## config.mk

```make
export PLATFORM = sky130hd
export DESIGN_NAME = regfile_write_arbiter
export DESIGN_NICKNAME = d
export VERILOG_FILES = /design/src/rtl/regfile_write_arbiter.sv
export SDC_FILE = /design/constraint.sdc
export NUM_CORES = 1
export LEC_CHECK = 0
export BUFFER_PORTS_ARGS = -buffer_cell sky130_fd_sc_hd__buf_2
export CORE_UTILIZATION = 35
export CTS_CLUSTER_SIZE = 20
export DETAILED_ROUTE_END_ITERATION = 8
export GPL_TIMING_DRIVEN = 1
export PLACE_DENSITY_LB_ADDON = 0.08
export SYNTH_ARGS = -nofsm -noshare
export SYNTH_HDL_FRONTEND = slang
export SYNTH_SLANG_ARGS = --single-unit
```

## constraint.sdc

```tcl
create_clock -name clk -period 2.55 [get_ports clk]
set_clock_uncertainty 0.2 [all_clocks]
set_input_delay 0.51 -clock clk [delete_from_list [all_inputs] [get_ports clk]]
set_output_delay 0.51 -clock clk [all_outputs]
set_load 0.01 [all_outputs]
```

## src/rtl/regfile_write_arbiter.sv

```systemverilog
// rtl/regfile_write_arbiter.sv - register-file write-port arbiter between WB and the long-latency unit
// Optional macro REGARB_STATS_EN adds saturating conflict_cnt / force_cnt statistics outputs.
module regfile_write_arbiter #(
  parameter int ADDR_W       = 5,
  parameter int DATA_W       = 32,
  parameter int STARVE_LIMIT = 4
) (
  input  logic                     clk,
  input  logic                     rst_n,
  input  logic                     wb_we,
  input  logic [ADDR_W-1:0]        wb_addr,
  input  logic [DATA_W-1:0]        wb_data,
  input  logic                     lu_issue,
  input  logic [ADDR_W-1:0]        lu_issue_addr,
  input  logic                     lu_valid,
  input  logic [ADDR_W-1:0]        lu_addr,
  input  logic [DATA_W-1:0]        lu_data,
  output logic                     lu_ready,
  output logic                     rf_regWrite,
  output logic [ADDR_W-1:0]        rf_writeReg,
  output logic [DATA_W-1:0]        rf_writeData,
  output logic                     stall_pipe,
  output logic [(1<<ADDR_W)-1:0]   busy_mask,
  input  logic [ADDR_W-1:0]        chk_addr1,
  input  logic [ADDR_W-1:0]        chk_addr2,
  output logic                     chk_hazard
`ifdef REGARB_STATS_EN
  ,
  output logic [15:0]              conflict_cnt,
  output logic [15:0]              force_cnt
`endif
);

  localparam int NREG = 1 << ADDR_W;

  typedef enum logic [1:0] {IDLE, WAIT, FORCE} state_t;

  state_t     state;
  logic [3:0] cnt;

  logic wbReal;
  logic luGrant;
  logic xfer;
  logic luBlocked;
  logic forceEntry;
  logic [NREG-1:0] setMask;
  logic [NREG-1:0] clrMask;

  assign wbReal    = wb_we && (wb_addr != '0);
  assign lu_ready  = lu_valid && !wbReal;
  assign luGrant   = lu_ready && (lu_addr != '0);
  assign xfer      = lu_valid && lu_ready;
  assign luBlocked = lu_valid && !lu_ready;

  assign rf_regWrite  = wbReal || luGrant;
  assign rf_writeReg  = luGrant ? lu_addr : wb_addr;
  assign rf_writeData = luGrant ? lu_data : wb_data;

  assign forceEntry = (state == WAIT) && luBlocked && (cnt == 4'(STARVE_LIMIT));

  always_ff @(posedge clk or negedge rst_n) begin
    if (!rst_n) begin
      state      <= IDLE;
      cnt        <= 4'd0;
      stall_pipe <= 1'b0;
    end else begin
      case (state)
        IDLE: begin
          if (luBlocked) begin
            state <= WAIT;
            cnt   <= 4'd1;
          end
        end
        WAIT: begin
          // A dropped lu_valid also lands here; nothing is remembered about it.
          if (!lu_valid || lu_ready) begin
            state <= IDLE;
            cnt   <= 4'd0;
          end else if (forceEntry) begin
            state      <= FORCE;
            stall_pipe <= 1'b1;
          end else begin
            cnt <= cnt + 4'd1;
          end
        end
        FORCE: begin
          if (!lu_valid || lu_ready) begin
            state      <= IDLE;
            cnt        <= 4'd0;
            stall_pipe <= 1'b0;
          end
        end
        default: begin
          state      <= IDLE;
          cnt        <= 4'd0;
          stall_pipe <= 1'b0;
        end
      endcase
    end
  end

  // Set is applied after clear so a same-cycle reissue keeps the register busy.
  assign setMask = (lu_issue && (lu_issue_addr != '0)) ? (NREG'(1) << lu_issue_addr) : '0;
  assign clrMask = xfer ? (NREG'(1) << lu_addr) : '0;

  always_ff @(posedge clk or negedge rst_n) begin
    if (!rst_n) begin
      busy_mask <= '0;
    end else begin
      busy_mask <= ((busy_mask & ~clrMask) | setMask) & ~NREG'(1);
    end
  end

  assign chk_hazard = busy_mask[chk_addr1] | busy_mask[chk_addr2];

`ifdef REGARB_STATS_EN
  always_ff @(posedge clk or negedge rst_n) begin
    if (!rst_n) begin
      conflict_cnt <= 16'd0;
      force_cnt    <= 16'd0;
    end else begin
      if (luBlocked && (conflict_cnt != 16'hFFFF)) conflict_cnt <= conflict_cnt + 16'd1;
      if (forceEntry && (force_cnt != 16'hFFFF))   force_cnt    <= force_cnt + 16'd1;
    end
  end
`endif

endmodule

```

==> flow_metrics.tcl <==
set metrics [dict create \
    ys_warn_count 0 \
    async_flop_share 1.00 \
    slew_viol_final 0 \
    syn_area_um2 3060 \
    die_h_um 95.4 \
    critPathRequiredTime_ns 1.84 \
    synth_xor_area_frac 0 \
    nNetsFinal 573 \
    maxSlewHeadroom 0.629 \
    place.gp.congestion 0.876 \
    path_max_fanout 20 \
    cts_inserted_buffers 5 \
    ios 167 \
    violations "negative setup slack" \
    syn_area_per_cell_um2 10.5 \
    grt_pass1_vias 3096 \
    final_cells 583 \
    cts.reportedPaths.clkPinSlew_ns 0.08 \
    fin_crit_ns 2.88 \
    cts_hold_buf 0 \
    fin_util 0.555 \
    fp.dieArea_um2 9110 \
    status "finished, violations left" \
    synth_area_leaders "dfrtp_1 (31%), mux2_4 (14%), mux4_2 (9.6%)" \
    synth_edf_count 0 \
    min_period_over_period 1.13 \
    dr_total_vias 3114 \
    worstPathArrival_ns 2.17 \
    antenna_cells 0 \
    hold_viol_final 0 \
    worst_setup_path_end_kind "primary output" \
    pwr_density_cell_nw_per_um2 555 \
    drive_gt1_frac 0.571 \
    synthMuxAreaShare 0.299 \
    synth_compound_area_frac 0.161 \
    cts.path.max_buffers 2 \
    drc_errors 0 \
    cp-start-kind "primary input" \
    wl_um 10600 \
    synth_nets 386 \
    dr.pass1.iters 4 \
    total_power_w 0.00257 \
    clock-sinks 38 \
    start_util 0.366 \
    drt_iter0_markers 127 \
    maxCapViolations 0 \
    worst_pin_slew_ns 0.555 \
    cts_root_buf "clkbuf_8" \
    setup_ws_ns -0.332 \
    row_count 33 \
    synth_top_family_by_area "multiplexers" \
    synthDistinctLibCells 43 \
    dpl.hpwl_um 8260 \
    grt_pass1_wl_um 16600 \
    grt-ovfl-total 0 \
    clkLatencyLatePin_ns 0.29 \
    vdd_drop_max_uv 311 \
    yosysMostFrequentCell "dfrtp_1" \
    leakage_nw 2.28 \
    cts_tree "done" \
    synth_ff_type "dfrtp_1" \
    antenna_left 0 \
    dp_cells 564 \
    die_w_um 95.4 \
    port_buffers 165 \
    areaGrowthSynthToFinish_pct 51.6 \
    grt_max_degree 39 \
    final.setup.tns_ns -11.42 \
    grt_antenna_before_repair 1 \
    postSynthRegisterBits 38 \
    rsz0062_at_grt "true" \
    grt_use_total 0.242 \
    yosys.area_share.adder 0.00819 \
    yosysSeqAreaShare 0.311 \
    wl_per_cell_um 18.1 \
    setup_viol 40 \
    synth_top_area_frac 0.311 \
    htreeDepth 2 \
    fmax_mhz 347 \
    design_area_um2 4630 \
    via_per_inst 5.34 \
    yosys.area_share.simple 0.168 \
    core_area_um2 8340 \
    n_fill_cell 780 \
    synth.cells.most_frequent "dfrtp_1 (38), nand3_1 (36), mux2_4 (29)" \
    place_area_um2 4130 \
    hold_path.class "in -> async" \
    post-synth-top-area-cell "dfrtp_1" \
    crit_type "in -> out" \
    synthCells 290 \
]
layer usage:
metal,track usage,vias to the layer above,share of wire
li1,-,1479,-
met1,0.328,1514,0.45
met2,0.398,107,0.48
met3,0.0455,12,0.062
met4,0.0572,2,0.0096
met5,0,-,0.0012
per-stage QoR:
step | worst slack (ns) | hold slack (ns)
detailed placement | -0.357 | 0.297
global route | -0.362 | 0.0845
floorplan | -0.169 | 0.0144
CTS | -0.334 | 0.0741
global placement | -0.325 | 0.294
finish | -0.332 | 0.0583
what timing repair did:
item,CTS,global route
buffers inserted,12,1
pin swaps,4,1
gates resized for setup,51,2
endpoints found under the setup margin,39,40
gates cloned,0,0
layout by cell type, fill, tap and decap left out, drive strengths merged, types with 2 or more instances in the layout:
cell / count
nand2: 14
nand3: 36
ha: 2
o2bb2ai: 7
buf: 203
o211ai: 6
dfrtp: 38
nor2: 14
and2: 2
and3: 4
nand3b: 2
nand2b: 4
inv: 9
o22ai: 2
mux2i: 6
a22oi: 2
and3b: 2
a32o: 8
a21o: 4
clkbuf: 6
mux2: 40
a31oi: 2
a22o: 11
nor3: 6
nor2b: 7
o21ai: 10
bufinv: 2
a21oi: 7
nor3b: 2
mux4: 13
worst max-delay path, cell delays in order:
cell and delay (ns):
buf_6 0.09, or4_4 0.53, o21a_4 0.23, nor2_8 0.09, o21ai_4 0.08, buf_12 0.17
mux2_4 0.32, buf_6 0.13
cells by family (layout without fill, tap and decap cells):
kind of cell	Yosys count	after routing
muxes	59	59
DFF	38	38
AOI/OAI and AO/OA	63	63
buffers and inverters	32	220
and+or+nand+nor	95	95
adders and majority gates	2	2
other	1	1
power breakdown:
| part | internal (W) | switching, W | total, W | leakage, nW |
|---|---|---|---|---|
| combinational | 0.000607 | 0.000455 | 0.00106 | 1.76 |
| sequential | 0.000737 | 0.000146 | 0.000883 | 0.454 |
| clock | 0.000417 | 0.000209 | 0.000627 | 0.0714 |
state kept, by name (all words and copies together), names as in the netlist:
register,cells
busy_mask,31
stall_pipe,1
cnt,4
state,2
area by class of cell:
| cell class | count | area (um2) | area share |
|---|---|---|---|
| clock buffer | 6 | 82.6 | 0.0178 |
| clock inverter | 2 | 60.1 | 0.0130 |
| inverter | 9 | 33.8 | 0.00730 |
| multi-input combinational | 220 | 1960 | 0.423 |
| sequential | 38 | 952 | 0.206 |
| tap | 105 | 131 | 0.0284 |
| timing repair buffer | 203 | 1410 | 0.305 |
worst paths after layout:
| check | start | end | slack, ns | cells past startpoint |
|---|---|---|---|---|
| max | wb_addr[2] | rf_writeData[21] | -0.33 | 8 |
| min | rst_n | busy_mask[22] | 0.06 | 2 |
| max reg2reg | cnt[0] | cnt[1] | 0.88 | 7 |
| min reg2reg | stall_pipe | stall_pipe | 0.32 | 2 |
| max in group asynchronous | rst_n | busy_mask[7] | 1.72 | 2 |
| min in group clk | stall_pipe | stall_pipe | 0.32 | 2 |
No activity file was read; power rests on OpenSTA's default activity.
